<file path="src/rtl/stream_demux_pkg.sv">
// Shared defaults and helper functions for the 1-to-N stream demultiplexer.
package stream_demux_pkg;

    localparam int DEF_N_OUT     = 4;
    localparam int DEF_DATA_W    = 8;
    localparam int DEF_DROP_MODE = 0;
    localparam int DEF_CNT_W     = 16;

    // Select width is clog2 of the channel count, but never narrower than one bit.
    function automatic int sel_width(input int n_out);
        return (n_out < 2) ? 1 : $clog2(n_out);
    endfunction

    // Increment that sticks at the all-ones value of a width-bit counter.
    function automatic logic [63:0] sat_inc(input logic [63:0] value, input int width);
        logic [63:0] max_val;
        max_val = {64{1'b1}} >> (64 - width);
        return (value >= max_val) ? value : value + 64'd1;
    endfunction

endpackage

</file>
<file path="src/rtl/demux_out_slot.sv">
// One output slot of the demultiplexer: a valid bit plus a payload register.
module demux_out_slot #(
    parameter int DATA_W = 8
) (
    input  logic              clk,
    input  logic              rst_n,
    input  logic              load,
    input  logic [DATA_W-1:0] load_data,
    input  logic              ready,
    output logic              valid,
    output logic [DATA_W-1:0] data,
    output logic              free
);

    // The slot can take a new beat when empty or when its current beat leaves this cycle.
    assign free = !valid || ready;

    // Load wins over unload so back-to-back beats keep valid high; data holds after unload.
    always_ff @(posedge clk) begin
        if (!rst_n) begin
            valid <= 1'b0;
            data  <= '0;
        end else if (load) begin
            valid <= 1'b1;
            data  <= load_data;
        end else if (ready) begin
            valid <= 1'b0;
        end
    end

endmodule

</file>
<file path="src/rtl/stream_demux_1xn.sv">
// 1-to-N stream demultiplexer: routes each input beat to the slot chosen by i_sel,
// with either backpressure or discard when the target slot is occupied.
module stream_demux_1xn
    import stream_demux_pkg::*;
#(
    parameter int N_OUT     = DEF_N_OUT,
    parameter int DATA_W    = DEF_DATA_W,
    parameter int DROP_MODE = DEF_DROP_MODE,
    parameter int CNT_W     = DEF_CNT_W
) (
    input  logic                        clk,
    input  logic                        rst_n,
    input  logic                        i_valid,
    input  logic [DATA_W-1:0]           i_data,
    input  logic [sel_width(N_OUT)-1:0] i_sel,
    output logic                        i_ready,
    output logic [N_OUT-1:0]            y_valid,
    output logic [N_OUT*DATA_W-1:0]     y_data,
    input  logic [N_OUT-1:0]            y_ready,
    output logic [CNT_W-1:0]            drop_cnt,
    output logic [CNT_W-1:0]            err_cnt,
    output logic                        err_flag
);

    logic [N_OUT-1:0] slot_free;
    logic [N_OUT-1:0] load_vec;
    logic             sel_in_range;
    logic             target_free;
    logic             accept;
    logic             drop_event;
    logic             err_event;

    assign sel_in_range = (int'(i_sel) < N_OUT);

    // i_ready depends only on select, slot state and downstream ready, never on i_valid.
    assign i_ready = rst_n && ((DROP_MODE != 0) || !sel_in_range || target_free);

    assign accept     = i_valid && i_ready;
    assign drop_event = accept && sel_in_range && !target_free;
    assign err_event  = accept && !sel_in_range;

    // Decode the select into the target's free status and a one-hot load strobe.
    always_comb begin
        target_free = 1'b0;
        load_vec    = '0;
        for (int k = 0; k < N_OUT; k++) begin
            if (int'(i_sel) == k) begin
                target_free = slot_free[k];
                load_vec[k] = accept && slot_free[k];
            end
        end
    end

    genvar g;
    generate
        for (g = 0; g < N_OUT; g++) begin : gen_slot
            demux_out_slot #(
                .DATA_W(DATA_W)
            ) u_slot (
                .clk      (clk),
                .rst_n    (rst_n),
                .load     (load_vec[g]),
                .load_data(i_data),
                .ready    (y_ready[g]),
                .valid    (y_valid[g]),
                .data     (y_data[g*DATA_W +: DATA_W]),
                .free     (slot_free[g])
            );
        end
    endgenerate

    // Saturating drop/error counters and the sticky error flag.
    always_ff @(posedge clk) begin
        if (!rst_n) begin
            drop_cnt <= '0;
            err_cnt  <= '0;
            err_flag <= 1'b0;
        end else begin
            if (drop_event) begin
                drop_cnt <= CNT_W'(sat_inc(64'(drop_cnt), CNT_W));
            end
            if (err_event) begin
                err_cnt  <= CNT_W'(sat_inc(64'(err_cnt), CNT_W));
                err_flag <= 1'b1;
            end
        end
    end

endmodule

</file>
<file path="config.mk">
export PLATFORM = sky130hd
export DESIGN_NAME = stream_demux_1xn
export DESIGN_NICKNAME = d
export VERILOG_FILES = /design/src/rtl/stream_demux_pkg.sv /design/src/rtl/demux_out_slot.sv /design/src/rtl/stream_demux_1xn.sv
export SDC_FILE = /design/constraint.sdc
export NUM_CORES = 1
export LEC_CHECK = 0
export ABC_AREA = 1
export CORE_MARGIN = 8
export CORE_UTILIZATION = 43
export DETAILED_ROUTE_END_ITERATION = 12
export HOLD_SLACK_MARGIN = 0.02
export PLACE_DENSITY = 0.79
export SYNTH_ARGS = -nofsm -noshare
export SYNTH_HDL_FRONTEND = slang
export SYNTH_SLANG_ARGS = --single-unit
</file>
<file path="constraint.sdc">
create_clock -name clk -period 1.4 [get_ports clk]
set_clock_uncertainty 0.05 [all_clocks]
set_input_delay 0.14 -clock clk [delete_from_list [all_inputs] [get_ports clk]]
set_output_delay 0.14 -clock clk [all_outputs]
set_load 0.02 [all_outputs]
</file>
==> summary.md <==
| Metric | Value |
|---|---|
| Port Buffers | `69` |
| # diodes | `0` |
| Largest net degree at the start of global routing | `33` |
| Worst Hold Class | `input pin to flip-flop` |
| Final hold vios | `0` |
| Routed Wire Length | `5960 um` |
| Crit path DAT | `1260 ps` |
| Critical R2R Launch | `gen_slot[2].u_slot.valid` |
| CP Capture Type | `output pin` |
| WHS Path Cells | `4` |
| WL/cell | `13.4 um` |
| Crit-path max FO | `2` |
| RSZ-0062 raised after global routing | `true` |
| Mapped Cells | `295` |
| Synth Warn # | `0` |
| Max VDD drop | `0.826 mV` |
| Placeable Area | `5010 um^2` |
| Place WS | `-539 ps` |
| Register area share after synthesis | `0.475` |
| First-pass GRT wire length | `8760 um` |
| GRT Util Overall | `0.145` |
| Clk root buf | `clkbuf_8` |
| Clock tree buffer depth | `2` |
| WP buf/inv | `2` |
| TNS Setup | `-76.1 ps` |
| Drt first pass iters | `4` |
| CP Launch Type | `flip-flop` |
| Num rows | `26` |
| Synth cell types | `20` |
| Leakage | `1.76 nW` |
| Synthesis-to-finish area growth | `40.8%` |
| Detail Route Antenna Nets | `0` |
| CTS H-tree depth | `2` |
| Synth Area per Inst | `7.44 um^2` |
| Congestion Overflow GR | `0` |
| Initial antenna violation count | `0` |
| Commonest cells after routing, fill and taps aside | `nand2_1, inv_1, dlygate4sd2_1` |
| TritonCTS clock tree | `done` |
| CP cell instances | `inv_2 > nor2_4 > nand2_2 > nand2_4 > nor2_8 > and2_4 > buf_6` |
| Post-route insts no fill | `444` |
| Share of cells above drive strength 1 | `0.131` |
| Placer Congestion | `0.808` |
| Hold_sp | `rst_n` |
| CP top delay family | `simple AND/OR/NAND/NOR gates` |
| Clock-pin slew on the worst setup and hold paths | `90 ps` |
| Area leader, netlist | `dfxtp_1` |
| Dpl cell area | `2900 um^2` |
| Die height | `87.4 um` |
| CTS Sinks | `52` |
| Num CTS Buffers | `5` |
| Critical path data required time | `1210 ps` |
| Final WS setup | `-46.2 ps` |
| Placed Instances | `430` |
| Final setup viols | `7` |
| Most common cell after layout, fill and taps aside | `nand2_1` |
| Post-route minimum period | `1450 ps` |
| DR iter-0 viols | `58` |
| Hold_buf cts | `0` |
| I/O pin total | `87` |
| Mapped Area | `2190 um^2` |
| Worst path max stage delay | `340 ps` |
| Max-slew violation count | `0` |
| Yosys reg bits | `52` |
| HPWL Detailed | `3990 um` |
| Slowest CP cell | `dfxtp_2` |
| Mean number of vias per cell | `4.39` |
| Worst Hold Path EP | `drop_cnt[2]` |
| Outcome | `finished, violations left` |
| R2r endpoint | `gen_slot[0].u_slot.data[3]` |
| Max Cap Viol | `0` |
| Final cycle utilization of the critical path | `1.03` |
| Area contributors post-synth | `dfxtp_1, nand2_1, inv_1` |
| Die width | `87.4 um` |
| Vias in the first global route | `1878` |
| Initial Util | `0.438` |
| Share of the synthesized area in the top cell type | `0.475` |
| Final Util | `0.616` |
| Failing checks | `setup timing` |
| Layout Cell Area excl Fill | `3090 um^2` |
| Achievable Freq | `691 MHz` |
| Die ar. | `7640 um^2` |
| Via count | `1950` |
| Crit path kind | `flip-flop to output pin` |
| Reg2reg setup slack | `-10 ps` |
| PD cells | `907 nW/um^2` |
| Drt drc | `0` |
| Worst R2R Path Depth | `10` |
| Post-layout net count | `391` |
| Clk_lat worst skew | `290 ps` |
==> per-layer routing <==
layer | wire length [um] | up-vias | global-route usage
li1 | - | 991 | -
met1 | 2390 | 896 | 0.151
met4 | 37 | 0 | 0.0422
met2 | 2950 | 59 | 0.258
met3 | 579 | 4 | 0.0632
met5 | 0 | - | 0
==> state kept, by name (all words and copies together), names as in the netlist <==
register	flops
gen_slot.u_slot.data	32
drop_cnt	16
gen_slot.u_slot.valid	4
==> cells in the mapped netlist <==
| cell | number |
|---|---|
| nand3_2 | 1 |
| nor2_2 | 3 |
| nand4_4 | 3 |
| nand4_2 | 1 |
| buf_2 | 4 |
| nand2_1 | 69 |
| dfxtp_1 | 52 |
| conb_1 | 1 |
| clkbuf_1 | 3 |
| inv_2 | 3 |
| a21oi_1 | 12 |
| inv_1 | 55 |
| nor2_4 | 1 |
| and2_1 | 1 |
| nor2_1 | 50 |
| o21ai_1 | 8 |
| nand2_2 | 3 |
| buf_6 | 3 |
| buf_4 | 21 |
| nor2_8 | 1 |
==> power breakdown <==
part,switching [mW],internal (mW)
registers,0.0151,1.51
logic,0.268,0.141
clock network,0.470,0.395
total,0.753,2.05
==> metrics by stage <==
step	hold WS, ps	power (mW)
after floorplan	225	1.81
after global routing	262	2.94
after global placement	363	1.94
after CTS	255	2.79
after detailed placement	367	1.94
final	264	2.80
==> worst reg2reg max path, stage by stage, from the launching register on <==
cell and delay, ps:
dfxtp_2 330, inv_2 60, nor2_4 40, nand2_2 80
nand2_4 80, nor2_8 90, buf_8 180, nand4_4 200
nand2_1 120, nand2_1 50, nor2_1 80
==> area by class of cell <==
cell class	count	area, um^2
fillers	476	1920
flip-flops and latches	52	1040
multi-input cells	176	912
repair buffers	81	737
inverters	58	218
well taps	70	87.6
clock buffers	6	82.6
clock inverters	1	8.76
==> cell families after synthesis <==
logic type,share of synthesized area
compound gates,0.0456
flops,0.475
buf+inv,0.201
other cells,0.00171
simple gates,0.277
==> timing repair <==
item	CTS	global route
pin swaps	2	11
gates cloned	1	5
endpoints found under the setup margin	80	27
resized for setup	64	14
setup buffers	0	1
==> how the worst max path moves through the flow <==
stage | startpoint | endpoint | slack [ps] | depth (start not counted)
global route | gen_slot[2].u_slot.valid | i_ready | -100 | 7
finish | gen_slot[2].u_slot.valid | i_ready | -50 | 7
CTS | gen_slot[2].u_slot.valid | i_ready | -80 | 7
floorplan | gen_slot[2].u_slot.valid | gen_slot[0].u_slot.data[4] | 140 | 10
global placement | i_sel[0] | i_ready | -500 | 6
detailed placement | i_sel[1] | i_ready | -540 | 8
No activity file was read; power rests on OpenSTA's default activity.
